$ cat config.mk
export PLATFORM = sky130hd
export DESIGN_NAME = lza_pipe
export DESIGN_NICKNAME = d
export VERILOG_FILES = /design/src/rtl/fma_pkg.sv /design/src/rtl/lza_pri_enc.sv /design/src/rtl/lza_pipe.sv
export SDC_FILE = /design/constraint.sdc
export NUM_CORES = 1
export LEC_CHECK = 0
export ABC_AREA = 1
export BUFFER_PORTS_ARGS = -buffer_cell sky130_fd_sc_hd__buf_2
export CAP_MARGIN = 5
export CORE_MARGIN = 8
export CORE_UTILIZATION = 55
export CTS_CLUSTER_SIZE = 28
export DETAILED_ROUTE_END_ITERATION = 16
export PLACE_DENSITY = 0.79
export SETUP_SLACK_MARGIN = 0.3
export SYNTH_ARGS = -nofsm -noshare
export SYNTH_HDL_FRONTEND = slang
export SYNTH_SLANG_ARGS = --single-unit
$ cat constraint.sdc
create_clock -name clk -period 7.7 [get_ports clk]
set_input_delay 0.385 -clock clk [delete_from_list [all_inputs] [get_ports clk]]
set_output_delay 0.385 -clock clk [all_outputs]
set_load 0.05 [all_outputs]
$ cat src/rtl/fma_pkg.sv
// Shared FMAdd constants, helpers and payload types.
package fma_pkg;

    // Count width able to hold w-1 (the largest leading-zero count of a w-bit value).
    function automatic int unsigned lz_cnt_w(input int unsigned w);
        return (w <= 1) ? 1 : $clog2(w);
    endfunction

    localparam int unsigned WIDTH = 50;
    localparam int unsigned CNT_W = lz_cnt_w(WIDTH);

    // Output-stage payload of the LZA pipe.
    typedef struct packed {
        logic [CNT_W-1:0] est;
        logic [CNT_W-1:0] cnt;
        logic             corr;
        logic             zero;
    } lza_res_t;

endpackage

$ cat src/rtl/lza_pri_enc.sv
// MSB-first priority encoder: est_c = WIDTH-1 - index of the highest set bit of f.
module lza_pri_enc #(
    parameter int unsigned WIDTH = 50,
    parameter int unsigned CNT_W = 6
)(
    input  logic [WIDTH-1:0] f,
    output logic [CNT_W-1:0] est_c
);

    // Ascending scan; the last hit is the highest set bit. f[0] is always set upstream.
    always_comb begin
        est_c = CNT_W'(WIDTH - 1);
        for (int i = 0; i < int'(WIDTH); i++) begin
            if (f[i]) begin
                est_c = CNT_W'(int'(WIDTH) - 1 - i);
            end
        end
    end

endmodule

$ cat src/rtl/lza_pipe.sv
// Three-stage leading-zero anticipator with one-bit correction for the FMAdd normalise path.
module lza_pipe
    import fma_pkg::*;
#(
    parameter int unsigned WIDTH = fma_pkg::WIDTH,
    parameter int unsigned CNT_W = fma_pkg::CNT_W
)(
    input  logic             clk,
    input  logic             rst_n,
    input  logic             in_valid,
    output logic             in_ready,
    input  logic [WIDTH-1:0] opA,
    input  logic [WIDTH-1:0] opB,
    input  logic             flush,
    output logic             out_valid,
    input  logic             out_ready,
    output logic [CNT_W-1:0] est_count,
    output logic [CNT_W-1:0] ld_count,
    output logic             corr,
    output logic             sum_zero
);

    logic [WIDTH-1:0] gVec, tVec, zVec, fVec;
    logic             v1, v2, v3;
    logic [WIDTH-1:0] f1, sum1, sum2, shifted;
    logic [CNT_W-1:0] est2, estNext;
    logic             load2, load3;
    lza_res_t         res3, res3Next;

    // Indicator vector: marks candidate leading-digit positions of opA+opB.
    always_comb begin
        gVec = opA & opB;
        tVec = opA ^ opB;
        zVec = ~(opA | opB);
        fVec = '0;
        fVec[WIDTH-1] = ~tVec[WIDTH-1] & tVec[WIDTH-2];
        for (int j = 1; j < int'(WIDTH) - 1; j++) begin
            fVec[j] = tVec[j+1] ? ((gVec[j] & ~zVec[j-1]) | (zVec[j] & ~gVec[j-1]))
                                : ((zVec[j] & ~zVec[j-1]) | (gVec[j] & ~gVec[j-1]));
        end
        fVec[0] = 1'b1;
    end

    // Ready chain from the output back to the input, so a draining pipe never bubbles.
    always_comb begin
        load3    = ~v3 | out_ready;
        load2    = ~v2 | load3;
        in_ready = ~v1 | load2;
    end

    lza_pri_enc #(
        .WIDTH (WIDTH),
        .CNT_W (CNT_W)
    ) uPriEnc (
        .f     (f1),
        .est_c (estNext)
    );

    // Off-by-one fix: if the anticipated leading bit of the sum is 0, the true count is one more.
    always_comb begin
        shifted       = sum2 << est2;
        res3Next.est  = est2;
        res3Next.zero = (sum2 == '0);
        res3Next.cnt  = est2;
        res3Next.corr = 1'b0;
        if ((est2 < CNT_W'(WIDTH - 1)) && !shifted[WIDTH-1]) begin
            res3Next.cnt  = est2 + CNT_W'(1);
            res3Next.corr = 1'b1;
        end
    end

    // Stage valid bits; flush empties every stage and drops a same-cycle input.
    always_ff @(posedge clk or negedge rst_n) begin
        if (!rst_n) begin
            v1 <= 1'b0;
            v2 <= 1'b0;
            v3 <= 1'b0;
        end else if (flush) begin
            v1 <= 1'b0;
            v2 <= 1'b0;
            v3 <= 1'b0;
        end else begin
            if (in_ready) v1 <= in_valid;
            if (load2)    v2 <= v1;
            if (load3)    v3 <= v2;
        end
    end

    // Stage data; only loaded when a valid entry moves in.
    always_ff @(posedge clk or negedge rst_n) begin
        if (!rst_n) begin
            f1   <= '0;
            sum1 <= '0;
            est2 <= '0;
            sum2 <= '0;
            res3 <= '0;
        end else begin
            if (in_ready && in_valid) begin
                f1   <= fVec;
                sum1 <= opA + opB;
            end
            if (load2 && v1) begin
                est2 <= estNext;
                sum2 <= sum1;
            end
            if (load3 && v2) begin
                res3 <= res3Next;
            end
        end
    end

    assign out_valid = v3;
    assign est_count = res3.est;
    assign ld_count  = res3.cnt;
    assign corr      = res3.corr;
    assign sum_zero  = res3.zero;

endmodule

==> out/results.ini <==
[outcome]
outcome = completed

[clocking]
clk_path_buf_depth = 2
cts_resized = 0
cts_tree = built
clk_latency_ns = 0.44
postCtsHoldBufs = 0
path_clk_slew_ns = 0.07
cts_buffers = 17
post_cts_buffers = 0
clock_sinks = 172
htreeDepth = 4
root_buffer = clkbuf_16

[setup_path]
cpMostUsedCell = nand2_2
end_kind = flop
crit_family = simple AND/OR/NAND/NOR gates
crit_path_start = opA[0]
reg2reg_to = ld_count[5]
cp-start-kind = primary input
r2r_cells = 9
r2r_start = est2[0]
slowest_delay_ns = 0.39
cp.buffers_inverters = 5
worst-path-stages = 35
critPathArrivalTime_ns = 4.20
crit_path_end = sum1[42]
cp_max_fo = 4
crit_type = primary input to flop
slowest_stage = fa_1
required_ns = 7.99
setup.reg_to_reg.worst_slack_ns = 4.15

[pwr]
power_mw = 2.896
power_density_nw_per_um2 = 210.9
p_leak_nw = 7.228
peakVddDrop_uv = 146.1

[drt]
vias = 11374
postRouteAntennaNets = 0
wirelength_mm = 29.72
viasPerCell = 5.434
drt-pass1-iter-count = 5
dr.max_layer_used = met4
drc = 0
met2_length_mm = 14.32
drt-wirelength-per-cell_microns = 14.20
wl_met1_mm = 13.33
drt_iter0_markers = 828
met3_wirelength_mm = 1.653

[sta]
rsz0062_at_grt = false
final.period_utilization_pct = 50.74
finalHoldViolations = 0
slew_headroom_pct = 22.98
slew_viol_final = 0
finClkSkew_ns = 0.008056
setup_viol = 0
finalCriticalPeriod_ns = 3.907
tightest_slew_ns = 1.155
setup_tns_ns = 0
max_freq_mhz = 256.0

[yosys]
ys_seq_elements = 172
ys_seq_area_share_pct = 35.06
synth_top_area_share_pct = 35.06
syn_area_sq_um = 12280
synth_edf_count = 0
yosys-top-cells-count = inv_1, nand2_1, dfrtp_1
synth_simple_gate_area_share_pct = 18.10
avgSynthCellArea_sq_um = 7.217
synth_top_family_by_area = compound AO/OA/AOI/OAI gates
synth_most_common_cell = inv_1
yosysTopAreaCell = dfrtp_1
yosys.area_share.xor_xnor_pct = 2.854
synth_ff_type = dfrtp_1
syn_nets = 1907
netlist-cell-type-count = 46
synthCells = 1701
synth_mux_area_share_pct = 0.7338
synthAdderAreaFrac_pct = 10.35
synth.area.top_cells = dfrtp_1, inv_1, nand2_1
ys.warnings.count = 0
synth-compound-area-share_pct = 20.11
ys_async_sr_fraction_pct = 100.0

[placement]
io_buffers = 120
dp_hpwl_mm = 22.05
gp_congestion = 0.8561
dp.cells = 2061

[global_route]
grt_pass1_wl_mm = 50.01
track_usage_pct = 22.09
antenna_found_initial = 0
gr-total-overflow = 0
grt_max_degree = 104
grt_pass1_vias = 11148

[finish]
antenna_cells = 0
fillers = 1964
syn_to_final_growth_pct = 11.83
nNetsFinal = 2006
layout-drive-gt1-share_pct = 11.20
final_cells = 2093

[floorplanning]
core_sq_um = 21890
initial_core_util_pct = 56.08
die_area_sq_um = 27360
io_pins = 121
rows = 54
dieHeight_microns = 165.4
die_w_microns = 165.4

[job]
cap_violations = 0

[min_path]
min_path_type = primary input to async pin

-- routing by layer --
layer | vias to the layer above | GRT usage, %
li1 | 5717 | -
met1 | 5302 | 28.33
met2 | 314 | 37.61
met3 | 41 | 4.140
met4 | 0 | 6.006
met5 | - | 0
-- layout make-up --
cell class,count,area (sq um),area share (%)
clock inverters,13,190.2,1.385
repair buffers,123,629.4,4.584
inverters,375,1408,10.25
clock buffers,19,442.9,3.226
well taps,280,350.3,2.552
multi-input cells,1111,6405,46.65
flip-flops and latches,172,4304,31.35
-- placed cells by master (no fill, tap or decap), drive strengths merged --
master,n
nand2,369
a21boi,3
bufinv,4
a211oi,1
nor4,11
nand3,36
ha,100
o21a,2
o22ai,96
or3b,1
mux2,8
and2,1
nand4,12
o21ai,158
inv,377
a32o,2
fa,1
a21oi,81
nor3,10
o221ai,3
clkinv,3
a221oi,1
a22oi,1
xnor2,1
clkbuf,19
o211ai,11
a31oi,48
o32ai,1
a311oi,1
or4,1
o311ai,5
a2111oi,1
xor2,39
nor2,102
dfrtp,172
buf,123
o31ai,2
clkinvlp,4
a21o,2
-- worst register-to-register path, stage by stage (launching register included) --
cell      delay, ns
dfrtp_1        0.99
inv_1          0.66
a21oi_1        0.29
o21ai_0        0.11
a32o_1         0.25
a221oi_1       0.28
o211ai_1       0.15
nand2_1        0.18
nand2_1        0.12
o311ai_0       0.38
-- worst min path at each step --
stage | start | end | cells past startpoint
2_1_floorplan | rst_n | corr | 0
3_3_place_gp | est_count[5] | est_count[5] | 2
3_5_place_dp | est_count[5] | est_count[5] | 2
4_1_cts | rst_n | f1[3] | 1
5_1_grt | rst_n | f1[3] | 1
6_report | rst_n | f1[3] | 1
-- stage by stage --
stage          worst slack (ns)  area, sq um  hold slack [ns]  utilization (%)
3_5_place_dp              3.383        13100           0.4539            59.83
4_1_cts                   3.793        13730           0.1006            62.72
5_1_grt                   3.472        13730           0.1293            62.72
6_report                  3.793        13730          0.04368            62.72
2_1_floorplan             4.082        12280          0.08941                -
3_3_place_gp              3.583        13100           0.4518            59.83
-- kinds of logic after synthesis --
kind of cell | after synthesis
AO/OA/AOI/OAI | 419
XOR/XNOR | 40
adder cells (fa/ha/maj) | 101
buffers and inverters | 418
flip-flops | 172
multiplexers | 8
AND/OR/NAND/NOR | 543
-- sequential cells by signal (all words and copies together) (netlist names) --
register,count
corr,1
est2,6
est_count,6
f1,49
ld_count,6
out_valid,1
sum1,50
sum2,50
sum_zero,1
v1,1
v2,1
-- where the power goes --
| part | switching, mW | total [mW] | internal, mW |
|---|---|---|---|
| Clock | 0.374 | 0.928 | 0.554 |
| Sequential | 0.111 | 1.17 | 1.06 |
| Combinational | 0.517 | 0.799 | 0.282 |
| Total | 1.00 | 2.90 | 1.89 |
(Power assumes the default switching activity.)
